--- src/rtl/param_commit_ctrl_pkg.sv ---
// Shared definitions for the parameter commit controller: FSM encoding and default bundle width.
// Latency: n/a (types and constants only).
// Backpressure: n/a.
package param_commit_ctrl_pkg;

    typedef enum logic [1:0] {
        ST_IDLE   = 2'd0,
        ST_WAIT   = 2'd1,
        ST_COMMIT = 2'd2
    } state_t;

    localparam int DEFAULT_DATA_SIZE = 128;

    // Last counter value before a forced commit; 0 when the timeout is disabled.
    function automatic int tmo_limit(input int timeout_cycles);
        return (timeout_cycles == 0) ? 0 : timeout_cycles - 1;
    endfunction

endpackage

--- src/rtl/commit_timeout_counter.sv ---
// Counts busy cycles spent waiting for a commit slot and flags when the limit is reached.
// Latency: expired is combinational from the registered count and the enable.
// Backpressure: none; clr dominates en, and TIMEOUT_CYCLES=0 freezes the count and never expires.
module commit_timeout_counter #(
    parameter int TIMEOUT_CYCLES = 1024,
    parameter int TMO_WIDTH      = 16
) (
    input  logic                 aclk,
    input  logic                 aresetn,
    input  logic                 clr,
    input  logic                 en,
    input  logic [TMO_WIDTH-1:0] limit,
    output logic                 expired
);

    localparam bit TMO_EN = (TIMEOUT_CYCLES != 0);

    logic [TMO_WIDTH-1:0] cnt;

    // Wait counter: restarts whenever the controller is outside WAIT, advances on busy cycles.
    always_ff @(posedge aclk or negedge aresetn) begin
        if (!aresetn) begin
            cnt <= '0;
        end else if (clr) begin
            cnt <= '0;
        end else if (en && TMO_EN) begin
            cnt <= cnt + TMO_WIDTH'(1);
        end
    end

    assign expired = TMO_EN && en && (cnt == limit);

endmodule

--- src/rtl/param_commit_ctrl.sv ---
// Shadows config-bank parameter writes and commits them atomically when the datapath is idle.
// Latency: param_en at edge E0 with dp_busy low gives params_load in the cycle after E1.
// Backpressure: dp_busy defers the commit; a timeout forces it and raises a sticky error.
module param_commit_ctrl
    import param_commit_ctrl_pkg::*;
#(
    parameter int DATA_SIZE      = DEFAULT_DATA_SIZE,
    parameter int CNT_WIDTH      = 16,
    parameter int TIMEOUT_CYCLES = 1024,
    parameter int TMO_WIDTH      = 16
) (
    input  logic                 aclk,
    input  logic                 aresetn,
    input  logic [DATA_SIZE-1:0] regs_in,
    input  logic                 param_en,
    input  logic                 dp_busy,
    output logic [DATA_SIZE-1:0] params_out,
    output logic                 params_load,
    output logic                 dp_hold,
    output logic                 pending,
    output logic [CNT_WIDTH-1:0] commit_count,
    output logic                 overrun,
    output logic                 timeout_err,
    input  logic                 err_clr
);

    localparam int TMO_LIMIT = tmo_limit(TIMEOUT_CYCLES);

    state_t               state;
    logic [DATA_SIZE-1:0] shadow;
    logic                 tmo_expired;
    logic                 commit_now;

    commit_timeout_counter #(
        .TIMEOUT_CYCLES (TIMEOUT_CYCLES),
        .TMO_WIDTH      (TMO_WIDTH)
    ) u_tmo (
        .aclk    (aclk),
        .aresetn (aresetn),
        .clr     (state != ST_WAIT),
        .en      ((state == ST_WAIT) && dp_busy),
        .limit   (TMO_WIDTH'(TMO_LIMIT)),
        .expired (tmo_expired)
    );

    // A commit happens in WAIT on the first idle datapath cycle, or when the wait times out.
    assign commit_now = (state == ST_WAIT) && (!dp_busy || tmo_expired);

    // Controller FSM with shadow capture, commit register, counter and sticky flags.
    always_ff @(posedge aclk or negedge aresetn) begin
        if (!aresetn) begin
            state        <= ST_IDLE;
            shadow       <= '0;
            params_out   <= '0;
            params_load  <= 1'b0;
            commit_count <= '0;
            overrun      <= 1'b0;
            timeout_err  <= 1'b0;
        end else begin
            if (param_en) begin
                shadow <= regs_in;
            end
            params_load <= 1'b0;
            // Clear first so that a set later in this block wins on the same edge.
            if (err_clr) begin
                overrun     <= 1'b0;
                timeout_err <= 1'b0;
            end
            case (state)
                ST_IDLE: begin
                    if (param_en) begin
                        state <= ST_WAIT;
                    end
                end
                ST_WAIT: begin
                    if (commit_now) begin
                        // A write on the commit edge bypasses the shadow so the newest value lands.
                        params_out   <= param_en ? regs_in : shadow;
                        params_load  <= 1'b1;
                        commit_count <= commit_count + CNT_WIDTH'(1);
                        state        <= ST_COMMIT;
                        if (tmo_expired) begin
                            timeout_err <= 1'b1;
                        end
                    end else if (param_en) begin
                        overrun <= 1'b1;
                    end
                end
                ST_COMMIT: begin
                    state <= param_en ? ST_WAIT : ST_IDLE;
                end
                default: begin
                    state <= ST_IDLE;
                end
            endcase
        end
    end

    assign dp_hold = (state == ST_WAIT);
    assign pending = (state == ST_WAIT);

endmodule
--- config.mk ---
export PLATFORM = sky130hd
export DESIGN_NAME = param_commit_ctrl
export DESIGN_NICKNAME = d
export VERILOG_FILES = /design/src/rtl/param_commit_ctrl_pkg.sv /design/src/rtl/commit_timeout_counter.sv /design/src/rtl/param_commit_ctrl.sv
export SDC_FILE = /design/constraint.sdc
export NUM_CORES = 1
export LEC_CHECK = 0
export CAP_MARGIN = 20
export CELL_PAD_IN_SITES_DETAIL_PLACEMENT = 0
export CELL_PAD_IN_SITES_GLOBAL_PLACEMENT = 2
export CORE_UTILIZATION = 31
export CTS_CLUSTER_DIAMETER = 150
export CTS_CLUSTER_SIZE = 10
export DETAILED_ROUTE_END_ITERATION = 16
export PLACE_DENSITY_LB_ADDON = 0.1
export SKIP_LAST_GASP = 1
export SLEW_MARGIN = 25
export SYNTH_ARGS = -nofsm -noshare
export SYNTH_HDL_FRONTEND = slang
export SYNTH_SLANG_ARGS = --single-unit
--- constraint.sdc ---
create_clock -name aclk -period 3.09 [get_ports aclk]
set_input_delay 0.618 -clock aclk [delete_from_list [all_inputs] [get_ports aclk]]
set_output_delay 0.618 -clock aclk [all_outputs]
set_load 0.01 [all_outputs]
==> metrics.cfg <==
[synthesis]
synth.most_common_cell = nand2_1
synth-seq-cells = 293
syn_nets = 1111
synth_top_area_cell = dfrtp_1
synth_top_area_share_pct = 65.6
ys_warn_count = 0
syn_inst = 976
synth_edf_count = 0
async_flop_share_pct = 100
syn_area_per_cell_um2 = 11.5
ys.flop_type = dfrtp_1
ys_seq_area_share_pct = 65.6
synth.distinct_cells = 29
syn_area_um2 = 11200
netlist_top_cells_area = dfrtp_1 (66%), nand2_1 (13%), mux2_2 (13%), xor2_1 (1.4%), clkbuf_1 (0.97%)
yosys-top-cells-count = nand2_1 (396), dfrtp_1 (293), mux2_2 (128), clkbuf_1 (29), nor2_1 (24)

[route]
drc_errors = 0
wl_mm = 29.1
drt_iter0_drc = 273
ant_nets = 0
vias = 7619
firstDrtPassIters = 4
wl_per_cell_um = 16.8
viasPerCell = 4.41

[global_route]
grt_max_degree = 77
grt-ovfl-total = 0
grt_pass1_wl_mm = 45.8
grt_pass1_vias = 7992
antenna_found_initial = 3
grt.total_usage_pct = 16.1

[floorplan]
die_h_um = 192
fp-row-count = 69
pin_count = 282
dieArea_um2 = 36800
initial_core_util_pct = 31.4
core_area_um2 = 35600
die_w_um = 192

[critical_path]
cp-start-kind = flop
critical_path_class = reg2reg
required_ns = 3.52
endpoint_kind = flop
critPathArrivalTime_ns = 3.14
crit_fanout = 33

[power]
leakagePower_nw = 7.09
p_per_area_nw_per_um2 = 759
ir_drop_v = 0.000435

[clocking]
post-cts-setup-buffer-count = 0
cts_tree = yes
cts.clk_slew.worst_paths_ns = 0.06
hold_buffers = 0
h-tree-depth = 2
cts_resized = 0
clock_latency_ns = 0.49
clk_path_buf_depth = 3
cts_sinks = 293
root_buffer = clkbuf_16
cts-buffers-inserted = 35

[sta]
maxSlewViolCount = 0
rsz0062_at_grt = false
worst_pin_slew_ns = 0.655
setup_viol = 0
final_hold_viol_count = 0
finClkSkew_ns = 0.0104
fin_ws_ns = 0.380
maxSlewHeadroom_pct = 56.4
fin_crit_ns = 2.71
fin_tns_setup_ns = 0
fin_crit_sh_pct = 87.7
max_freq_ghz = 0.369

[placed_design]
pre_cts_ws_ns = 0.342
place_congestion = 0.688
portBuffers = 281
dp_hpwl_mm = 19.2

[layout]
regArea_um2 = 7330
area.growth.synth_to_final_pct = 39.4
multi_input_area_um2 = 3620
drive_above_1_share_pct = 15.2
final_util_pct = 43.8
num-nets-final = 1400
fill_cells = 3415

[min_path]
hold_class = in2async

[run_status]
status = finished clean

[flow_run]
maxCapViolCount = 0

power by group:
group / switching, mW / internal, mW
Clock: 1.45 / 2.10
Combinational: 1.43 / 1.72
Sequential: 0.464 / 4.66
worst paths after layout:
| kind | from | end | slack [ns] | cells after the start |
|---|---|---|---|---|
| max | u_tmo.cnt[0] | params_out[6] | 0.38 | 9 |
| min | aresetn | shadow[126] | 0.07 | 1 |
| max reg2reg | u_tmo.cnt[0] | params_out[6] | 0.38 | 9 |
| min reg2reg | params_out[44] | params_out[44] | 0.47 | 2 |
| max in group asynchronous | aresetn | shadow[50] | 2.14 | 2 |
| min in group aclk | params_out[44] | params_out[44] | 0.47 | 2 |
stage by stage:
| step | std cells | hold WS (ns) | total power [mW] | area (µm²) |
|---|---|---|---|---|
| after floorplan | 976 | 0.322 | 6.36 | 11200 |
| after global placement | 1689 | 0.458 | 8.39 | 14700 |
| after detailed placement | 1689 | 0.461 | 8.40 | 14700 |
| after CTS | 1727 | 0.0994 | 12.1 | 15600 |
| after global routing | 1727 | 0.118 | 12.6 | 15600 |
| final | 1728 | 0.0675 | 11.8 | 15600 |
cells in the final DEF, fill, tap and decap left out, drive strengths merged, types with 3 or more instances in the layout:
| master | synthesis | layout |
|---|---|---|
| nor2 | 24 | 24 |
| nand3 | 10 | 10 |
| clkdlybuf4s50 | 0 | 279 |
| nand2 | 396 | 396 |
| nand4 | 15 | 15 |
| and3 | 3 | 3 |
| dfrtp | 293 | 293 |
| buf | 20 | 22 |
| and2 | 3 | 3 |
| xnor2 | 12 | 12 |
| clkbuf | 29 | 37 |
| nor3 | 4 | 4 |
| inv | 7 | 8 |
| xor2 | 18 | 18 |
| mux2 | 128 | 128 |
flip-flops by register name, indices dropped and copies added, names as in the netlist:
| signal | flops |
|---|---|
| params_load | 1 |
| shadow | 128 |
| u_tmo.cnt | 16 |
| state | 2 |
| overrun | 1 |
| params_out | 128 |
| timeout_err | 1 |
| commit_count | 16 |
cell type report:
class                   instances  share of cell area (%)
clock buffers                  37                    5.94
diodes                          1                  0.0161
multi-input cells             627                    23.2
inverters                       7                   0.185
clock inverters                 1                  0.0562
repair buffers                301                    19.9
well taps                     461                    3.70
flip-flops and latches        293                    47.0
critical path, cell delays in order (launching register included):
cell and delay (ns):
dfrtp_1 0.39, ha_1 0.22, or4b_1 0.44, or4_4 0.58, a21o_4 0.32, inv_4 0.10
buf_12 0.19, buf_4 0.27, nand2_1 0.08, nand2_1 0.06
logic make-up after synthesis:
family | share of synthesized area [%]
fa+ha+maj | 0.224
buf+inv | 2.15
compound gates | 0.213
simple gates | 16.5
mux | 13.0
xor+xnor | 2.35
flops | 65.6
routing by layer:
metal  vias to the layer above  track usage (%)  part of all wire, %
li1                       3693                -                    -
met1                      3686             21.5                   45
met2                       196             25.0                   45
met3                        40             5.48                  8.3
met4                         4             3.60                  1.4
met5                         -                0                0.076
Power figures use the tool's default switching activity.
